==> src/rtl/axis_lane_router.sv <==
`default_nettype none
// ============================================================================
// Module      : axis_lane_router
// Description : Registered AXI4-Stream lane router. Each beat is split into
//               LANE_COUNT lanes. Every output lane is driven independently
//               from any input lane, or forced to zero. The mapping is
//               captured per accepted beat. A 2-entry output/skid buffer
//               gives full throughput with registered ready and data.
// Revision    : 1.0 - initial release
// ============================================================================
module axis_lane_router #(
   parameter int LANE_WIDTH = 16,
   parameter int LANE_COUNT = 2,
   parameter int SEL_WIDTH  = 1
) (
   input  logic                             aclk,
   input  logic                             reset,
   input  logic [LANE_COUNT*SEL_WIDTH-1:0]  lane_select,
   input  logic [LANE_COUNT-1:0]            lane_enable,
   input  logic [LANE_WIDTH*LANE_COUNT-1:0] S_AXIS_tdata,
   input  logic                             S_AXIS_tvalid,
   output logic                             S_AXIS_tready,
   input  logic                             M_AXIS_tready,
   output logic [LANE_WIDTH*LANE_COUNT-1:0] M_AXIS_tdata,
   output logic                             M_AXIS_tvalid,
   output logic [31:0]                      beat_count
);

   localparam int AXIS_TDATA_WIDTH = LANE_WIDTH * LANE_COUNT;
   localparam int C_MIN_SEL_WIDTH  = (LANE_COUNT > 2) ? $clog2(LANE_COUNT) : 1;

   // Selector fields must be wide enough to address every input lane
   generate
      if (SEL_WIDTH < C_MIN_SEL_WIDTH) begin : g_sel_width_check
         $error("axis_lane_router: SEL_WIDTH too small for LANE_COUNT");
      end
   endgenerate

   logic [AXIS_TDATA_WIDTH-1:0] w_routed;
   logic [SEL_WIDTH-1:0]        w_sel;
   logic                        w_accept;
   logic                        w_out_hs;

   logic [AXIS_TDATA_WIDTH-1:0] r_out_data;
   logic                        r_out_valid;
   logic [AXIS_TDATA_WIDTH-1:0] r_skid_data;
   logic                        r_skid_valid;
   logic                        r_s_ready;
   logic [31:0]                 r_beat_count;

   assign w_accept = S_AXIS_tvalid & r_s_ready;
   assign w_out_hs = r_out_valid & M_AXIS_tready;

   // Lane crossbar: a lane whose selector matches no input lane stays zero
   always_comb begin
      w_routed = '0;
      w_sel    = '0;
      for (int i = 0; i < LANE_COUNT; i++) begin
         w_sel = lane_select[i*SEL_WIDTH +: SEL_WIDTH];
         for (int k = 0; k < LANE_COUNT; k++) begin
            if (lane_enable[i] && (int'(w_sel) == k)) begin
               w_routed[i*LANE_WIDTH +: LANE_WIDTH] = S_AXIS_tdata[k*LANE_WIDTH +: LANE_WIDTH];
            end
         end
      end
   end

   // Output/skid buffer; ready is registered from the next skid occupancy
   always_ff @(posedge aclk) begin
      if (reset) begin
         r_out_data   <= '0;
         r_out_valid  <= 1'b0;
         r_skid_data  <= '0;
         r_skid_valid <= 1'b0;
         r_s_ready    <= 1'b0;
      end else begin
         r_s_ready <= 1'b1;
         if (w_out_hs) begin
            if (r_skid_valid) begin
               // ready was low, so no beat can arrive while the skid drains
               r_out_data   <= r_skid_data;
               r_skid_valid <= 1'b0;
            end else if (w_accept) begin
               r_out_data <= w_routed;
            end else begin
               r_out_valid <= 1'b0;
            end
         end else if (!r_out_valid) begin
            if (w_accept) begin
               r_out_data  <= w_routed;
               r_out_valid <= 1'b1;
            end
         end else if (w_accept) begin
            // output stalled: park the beat and close the input
            r_skid_data  <= w_routed;
            r_skid_valid <= 1'b1;
            r_s_ready    <= 1'b0;
         end else if (r_skid_valid) begin
            r_s_ready <= 1'b0;
         end
      end
   end

   // Count output handshakes, wrapping naturally at 32 bits
   always_ff @(posedge aclk) begin
      if (reset) begin
         r_beat_count <= '0;
      end else if (w_out_hs) begin
         r_beat_count <= r_beat_count + 32'd1;
      end
   end

   assign S_AXIS_tready = r_s_ready;
   assign M_AXIS_tdata  = r_out_data;
   assign M_AXIS_tvalid = r_out_valid;
   assign beat_count    = r_beat_count;

endmodule
`default_nettype wire
==> config.mk <==
export PLATFORM = sky130hd
export DESIGN_NAME = axis_lane_router
export DESIGN_NICKNAME = d
export VERILOG_FILES = /design/src/rtl/axis_lane_router.sv
export SDC_FILE = /design/constraint.sdc
export NUM_CORES = 1
export LEC_CHECK = 0
export ABC_AREA = 1
export CAP_MARGIN = 20
export CORE_MARGIN = 2
export CORE_UTILIZATION = 50
export CTS_BUF_LIST = sky130_fd_sc_hd__clkbuf_4
export CTS_CLUSTER_SIZE = 16
export DETAILED_ROUTE_END_ITERATION = 10
export PLACE_DENSITY = 0.75
export SYNTH_ARGS = -nofsm -noshare
export SYNTH_HDL_FRONTEND = slang
export SYNTH_SLANG_ARGS = --single-unit
==> constraint.sdc <==
create_clock -name aclk -period 3.1 [get_ports aclk]
set_input_delay 0.31 -clock aclk [delete_from_list [all_inputs] [get_ports aclk]]
set_output_delay 0.31 -clock aclk [all_outputs]
set_load 0.02 [all_outputs]
==> results.md, run 1 <==
- CP top delay family: buffers and inverters
- Maximum number of buffers from clock root to sink: 2
- Final standard cell area without fillers: 0.00651 mm^2
- I/O pin count: 106
- Worst R2R Path Depth: 6
- Depth of the critical timing path with buffers and inverters included: 6
- Number of buffers and inverters on the critical path: 1
- Number of cells produced by synthesis: 830
- Synth Cell Area: 0.00523 mm^2
- Number of enable flip-flop cells after synthesis: 0
- Worst Path Required: 3.45 ns
- CP max-delay cell: sky130_fd_sc_hd__inv_2
- Final cycle utilization of the critical path: 0.631
- Htree depth: 3
- Dominant cells by area after synthesis: sky130_fd_sc_hd__dfxtp_1, sky130_fd_sc_hd__nand2_1, sky130_fd_sc_hd__inv_1
- CTS Sinks: 99
- Pin count of the biggest net entering global routing: 64
- Result of the run: completed
- Routability cong.: 0.838
- Seq/Total Area, Yosys: 0.379
- Input/output buffers: 105
- Aggregate routed wire length: 14400 um
- Worst vdd ir: 0.000246 V
- Core footprint: 0.0102 mm^2
- Routed WL per cell: 13.6 um
- Cts bufs inserted: 9
- YS warnings: 0
- Area share of the largest cell type after synthesis: 0.379
- Critical Path Sink Type: flop
- Synthesized area divided by synthesized cell count: 6.30 um^2
- Initial DRC count: 346
- Most instantiated cells after synthesis: sky130_fd_sc_hd__nand2_1, sky130_fd_sc_hd__inv_1, sky130_fd_sc_hd__dfxtp_1
- CP Data Arrival Time: 2.30 ns
- Starting density of the core: 0.511
- Post-Route Skew: 0.0249 ns
- Overall Global Routing Usage: 0.260
- Cell type with the highest occurrence count on the critical path: sky130_fd_sc_hd__nand2_1
- Maximum frequency from static timing analysis: 511 MHz
- Class of the most critical setup path: flop to flop
- Reported leakage power: 2.75 nW
- Vias in the first global route: 5335
- Chip height: 106 um
- Number of slew-limit violations in the final report: 0
- Antenna violations before repair: 0
- Congestion Overflow GR: 0
- Number of hold-repair buffers added at the cts stage: 0
- Hold Vio Cnt, Final: 0
- Pin slew with the least headroom to its limit: 0.918 ns
- TritonCTS clock tree: built
- Min-Delay Path Depth: 2
- Critical path fanouts, max: 59
- Final net count: 954
- Setup Fix Bufs, Post-CTS: 0
- Setup Total Neg Slack: 0 ns
- Cell row count: 37
- Gates resized, CTS repair: 0
- Total via count in the routed design: 5528
- Class of the tightest hold or removal check: flop to flop
- Synthesized Nets: 871
- Most common cell in the netlist: sky130_fd_sc_hd__nand2_1
- Post-synth top area cell: sky130_fd_sc_hd__dfxtp_1
- Proportion of layout cells with a drive suffix above 1: 0.0545
- Half-perimeter wire length after placement: 9860 um
- Post-synthesis cell type count: 32
- Number of storage elements in the synthesis netlist: 99
- DR vias/cell: 5.25
- Detailed-router iteration count before antenna repair: 7
- Layout Area Growth over Synthesis: 24.5%
- Count of endpoints failing setup in the final report: 0
- Clk_lat worst skew: 0.45 ns
- Number of cells in the design after placement: 1038
- Unrepaired setup endpoints after global routing: no
- Min Tclk post-route: 1.96 ns
- Crit start category: flop
- List of cells traversed by the critical path: nand2_1, nor2_1, inv_2, nand2_1, o22ai_1, a21oi_1
- Wire length of the first global-routing pass: 24400 um
- Cell area reported after detailed placement: 0.00636 mm^2
- DRC violation count after routing: 0
- Non-filler instance count after layout: 1053
- Horizontal extent of the die: 106 um
- Clock transition at the registers of the reported paths: 0.17 ns
- Crit path largest cell delay: 0.66 ns
- Number of diodes added for antenna fixing: 0
- Post-route ant nets: 0
- Clk root buf: sky130_fd_sc_hd__clkbuf_4
- Power density over cell area: 375 mW/mm^2
- Most used DFF post-synth: sky130_fd_sc_hd__dfxtp_1
- Floorplan die area: 0.0113 mm^2
- Max-slew headroom at the worst pin: 0.387
- Number of max-cap violations: 0
- Share of async-settable or async-resettable flops after synthesis: 0
[power breakdown]
group	internal, W	switching, W
logic	0.000148	0.000202
registers	0.00130	0.0000209
clock network	0.000330	0.000439
total	0.00178	0.000662
[cell usage in the layout, fill, tap and decap left out, types with 2 or more instances in the layout]
| cell type | count |
|---|---|
| sky130_fd_sc_hd__nor2_2 | 3 |
| sky130_fd_sc_hd__o22ai_1 | 39 |
| sky130_fd_sc_hd__clkinv_1 | 2 |
| sky130_fd_sc_hd__nand2_1 | 244 |
| sky130_fd_sc_hd__nand2_2 | 2 |
| sky130_fd_sc_hd__clkbuf_4 | 10 |
| sky130_fd_sc_hd__a21oi_1 | 80 |
| sky130_fd_sc_hd__nor2_4 | 4 |
| sky130_fd_sc_hd__nand4_1 | 13 |
| sky130_fd_sc_hd__dfxtp_1 | 99 |
| sky130_fd_sc_hd__o21a_1 | 3 |
| sky130_fd_sc_hd__clkdlybuf4s50_1 | 104 |
| sky130_fd_sc_hd__inv_1 | 109 |
| sky130_fd_sc_hd__o21ai_0 | 62 |
| sky130_fd_sc_hd__nand3_1 | 23 |
| sky130_fd_sc_hd__buf_4 | 7 |
| sky130_fd_sc_hd__bufinv_16 | 2 |
| sky130_fd_sc_hd__inv_2 | 3 |
| sky130_fd_sc_hd__clkinvlp_4 | 2 |
| sky130_fd_sc_hd__or2_2 | 12 |
| sky130_fd_sc_hd__nor2_1 | 81 |
[worst reg2reg max path, cell delays in order (launching register included)]
cell and delay, ns:
sky130_fd_sc_hd__dfxtp_1 0.36, sky130_fd_sc_hd__nand2_1 0.08, sky130_fd_sc_hd__nor2_1 0.06, sky130_fd_sc_hd__inv_2 0.66, sky130_fd_sc_hd__nand2_1 0.38, sky130_fd_sc_hd__o22ai_1 0.23, sky130_fd_sc_hd__a21oi_1 0.09
[worst paths after layout]
check	slack (ns)	from	to
worst max-delay path	1.14	M_AXIS_tvalid	M_AXIS_tdata[26]
worst min-delay path	0.48	r_skid_data[24]	r_skid_data[24]
worst max register to register	1.14	M_AXIS_tvalid	M_AXIS_tdata[26]
worst min register to register	0.48	r_skid_data[24]	r_skid_data[24]
[stage by stage]
step            util  hold slack [ns]  total power [W]  setup WS [ns]
3_5_place_dp   0.621            0.463          0.00170          0.699
2_1_floorplan      -            0.449          0.00154           1.62
3_3_place_gp   0.619            0.455          0.00169          0.731
4_1_cts        0.636            0.479          0.00244           1.15
5_1_grt        0.636            0.495          0.00254          0.915
6_report       0.636            0.481          0.00244           1.14
[cells by family after synthesis]
logic type / Yosys count / synth area share
buffers and inverters: 154 / 0.115
adders and majority gates: 1 / 0.00239
DFF: 99 / 0.379
and+or+nand+nor: 386 / 0.308
AOI/OAI and AO/OA: 189 / 0.194
xor gates and xnor gates: 1 / 0.00167
[per-layer routing]
metal  global-route usage  vias to the layer above  share of wire
met3               0.0294                       24          0.049
li1                     -                     2812              -
met5                    0                        -              0
met2                0.446                      171           0.49
met1                0.340                     2521           0.45
met4               0.0902                        0          0.017
[area by class of cell]
cell class | count | area [um^2]
clock inverter | 5 | 78.8
multi-input combinational | 577 | 2650
fill | 993 | 3720
inverter | 113 | 424
sequential | 99 | 1980
clock buffer | 10 | 75.1
timing repair buffer | 113 | 1130
tap | 136 | 170
[sequential cells by signal (all words and copies together) (netlist names)]
register	count
r_skid_data	32
S_AXIS_tready	1
r_skid_valid	1
M_AXIS_tvalid	1
M_AXIS_tdata	32
beat_count	32
Note: power is estimated with default switching activity, not from simulation.
==> run 2, diff against run 1 <==
==> constraint.sdc (replaced) <==
create_clock -name aclk -period 2 [get_ports aclk]
set_input_delay 0.2 -clock aclk [delete_from_list [all_inputs] [get_ports aclk]]
set_output_delay 0.2 -clock aclk [all_outputs]
set_load 0.02 [all_outputs]
==> results.md, run 2 (synthesis results as in run 1) <==
- Number of slew-limit violations in the final report: 0 (unchanged)
- Wire length of the first global-routing pass: 23700 um (was 24400 um)
- Crit path largest cell delay: 0.66 ns (about the same)
- Setup slack after placement: 0.127 ns (was 0.699 ns)
- Depth of the critical timing path with buffers and inverters included: 1 (was 6)
- Grt peak-use layer: met2 (unchanged)
- Worst vdd ir: 0.000352 V (was 0.000246 V)
- Unrepaired setup endpoints after global routing: no (unchanged)
- Cell row count: 37 (unchanged)
- Clock transition at the registers of the reported paths: 0.15 ns (was 0.17 ns)
- Critical path fanouts, max: 7 (was 59)
- Overall Global Routing Usage: 0.255 (was 0.260)
- Horizontal extent of the die: 106 um (unchanged)
- Final net count: 966 (was 954)
- Maximum number of buffers from clock root to sink: 2 (unchanged)
- Max-slew headroom at the worst pin: 0.580 (was 0.387)
- Fin worst setup slack: 0.226 ns (was 1.14 ns)
- Vias in the first global route: 5184 (was 5335)
- Cts bufs inserted: 9 (unchanged)
- Count of endpoints failing setup in the final report: 0 (unchanged)
- Hold Vio Cnt, Final: 0 (unchanged)
- Pin count of the biggest net entering global routing: 54 (was 64)
- I/O pin count: 106 (unchanged)
- Commonest non-fill, non-tap cells in the layout: sky130_fd_sc_hd__nand2_1, sky130_fd_sc_hd__inv_1, sky130_fd_sc_hd__clkdlybuf4s50_1, sky130_fd_sc_hd__dfxtp_1, sky130_fd_sc_hd__nor2_1 (unchanged)
- Layout Area Growth over Synthesis: 25.4% (was 24.5%)
- Fraction of met1 tracks used by global routing: 0.325 (was 0.340)
- Worst R2R Path Depth: 7 (was 6)
- Input/output buffers: 105 (unchanged)
- Setup Fix Bufs, Post-CTS: 0 (unchanged)
- Min-Delay Path Depth: 5 (was 2)
- Reported leakage power: 2.78 nW (was 2.75 nW)
- CP top delay family: buffers and inverters (unchanged)
- Met3 Track Usage GR: 0.0392 (was 0.0294)
- Power density over cell area: 531 mW/mm^2 (was 375 mW/mm^2)
- Initial DRC count: 331 (was 346)
- Setup Total Neg Slack: 0 ns (unchanged)
- GR Util met2: 0.451 (was 0.446)
- Non-filler instance count after layout: 1063 (was 1053)
- Floorplan die area: 0.0113 mm^2 (unchanged)
- CTS Sinks: 99 (unchanged)
- Routability cong.: 0.909 (was 0.838)
- Final standard cell area without fillers: 0.00656 mm^2 (was 0.00651 mm^2)
- Gates resized, CTS repair: 0 (unchanged)
- Proportion of layout cells with a drive suffix above 1: 0.0647 (was 0.0545)
- Most common cell after layout, fill and taps aside: sky130_fd_sc_hd__nand2_1 (unchanged)
- Core footprint: 0.0102 mm^2 (unchanged)
- Number of max-cap violations: 0 (unchanged)
- Cell area reported after detailed placement: 0.00646 mm^2 (was 0.00636 mm^2)
- Crit start category: flop (unchanged)
- Chip height: 106 um (unchanged)
- DR vias/cell: 5.16 (was 5.25)
- Total via count in the routed design: 5481 (was 5528)
- Pin slew with the least headroom to its limit: 0.630 ns (was 0.918 ns)
- Clk root buf: sky130_fd_sc_hd__clkbuf_4 (unchanged)
- Detailed-router iteration count before antenna repair: 5 (was 7)
- Post-route ant nets: 0 (unchanged)
- Routed WL per cell: 13.2 um (was 13.6 um)
- Worst Path Required: 1.80 ns (was 3.45 ns)
- Antenna violations before repair: 0 (unchanged)
- DRC violation count after routing: 0 (unchanged)
- Number of cells in the design after placement: 1050 (was 1038)
- Number of diodes added for antenna fixing: 0 (unchanged)
- Min Tclk post-route: 1.77 ns
- Number of hold-repair buffers added at the cts stage: 0 (unchanged)
- Final cycle utilization of the critical path: 0.887
- Congestion Overflow GR: 0 (unchanged)
- Post-Route Skew: 0.0112 ns (was 0.0249 ns)
- List of cells traversed by the critical path: clkdlybuf4s50_1 (was nand2_1, nor2_1, inv_2, nand2_1, o22ai_1, a21oi_1)
- Result of the run: completed (unchanged)
- Htree depth: 3 (unchanged)
- Half-perimeter wire length after placement: 10000 um (was 9860 um)
- Aggregate routed wire length: 14000 um (was 14400 um)
- Critical Path Sink Type: output port (was flop)
- CP max-delay cell: sky130_fd_sc_hd__clkdlybuf4s50_1 (was sky130_fd_sc_hd__inv_2)
- Starting density of the core: 0.511 (unchanged)
- Maximum frequency from static timing analysis: 564 MHz
- Number of buffers and inverters on the critical path: 1 (unchanged)
- CP Data Arrival Time: 1.57 ns (was 2.30 ns)
- Class of the tightest hold or removal check: input port to flop (was flop to flop)
- Class of the most critical setup path: flop to output port (was flop to flop)
- Clk_lat worst skew: 0.42 ns (was 0.45 ns)
- TritonCTS clock tree: built (unchanged)
-- run 2: cell count changes in the layout (fill, tap and decap cells not counted) --
cell	before	now
sky130_fd_sc_hd__buf_4	7	17
sky130_fd_sc_hd__buf_12	0	3
sky130_fd_sc_hd__bufinv_16	2	0
sky130_fd_sc_hd__buf_16	1	0
-- run 2: metrics by stage --
| stage | hold WS, ns | total power, W | utilization |
|---|---|---|---|
| global placement | 0.455 | 0.00263 | 0.632 |
| detailed placement | 0.462 | 0.00264 | 0.632 |
| finish | 0.349 | 0.00348 | 0.641 |
| floorplan | 0.449 | 0.00239 | - |
| global route | 0.363 | 0.00365 | 0.641 |
| CTS | 0.332 | 0.00351 | 0.641 |
-- run 2: layout make-up --
class / count / area, um^2
Timing Repair Buffer: 125 / 1230
Inverter: 113 / 424
Fill cell: 965 / 3670
Sequential cell: 99 / 1980
Tap cell: 136 / 170
Multi-Input combinational cell: 577 / 2650
Clock inverter: 3 / 18.8
Clock buffer: 10 / 75.1
-- run 2: path summary, 6_finish.rpt --
path	slack, ns	startpoint	end
min reg2reg	0.48	r_skid_data[24]	r_skid_data[24]
min	0.35	reset	beat_count[3]
max reg2reg	0.33	beat_count[3]	beat_count[27]
max	0.23	beat_count[13]	beat_count[13]
-- run 2: routing by layer --
layer / part of all wire / wire [um]
met4: 0.013 / 188
met3: 0.045 / 625
met2: 0.49 / 6860
met5: 0 / 0
met1: 0.45 / 6340
-- run 2: report_power, final --
part	total (W)	internal, W	switching (W)
Combinational	0.000553	0.000241	0.000312
Sequential	0.00205	0.00202	0.0000334
Clock	0.000877	0.000247	0.000630
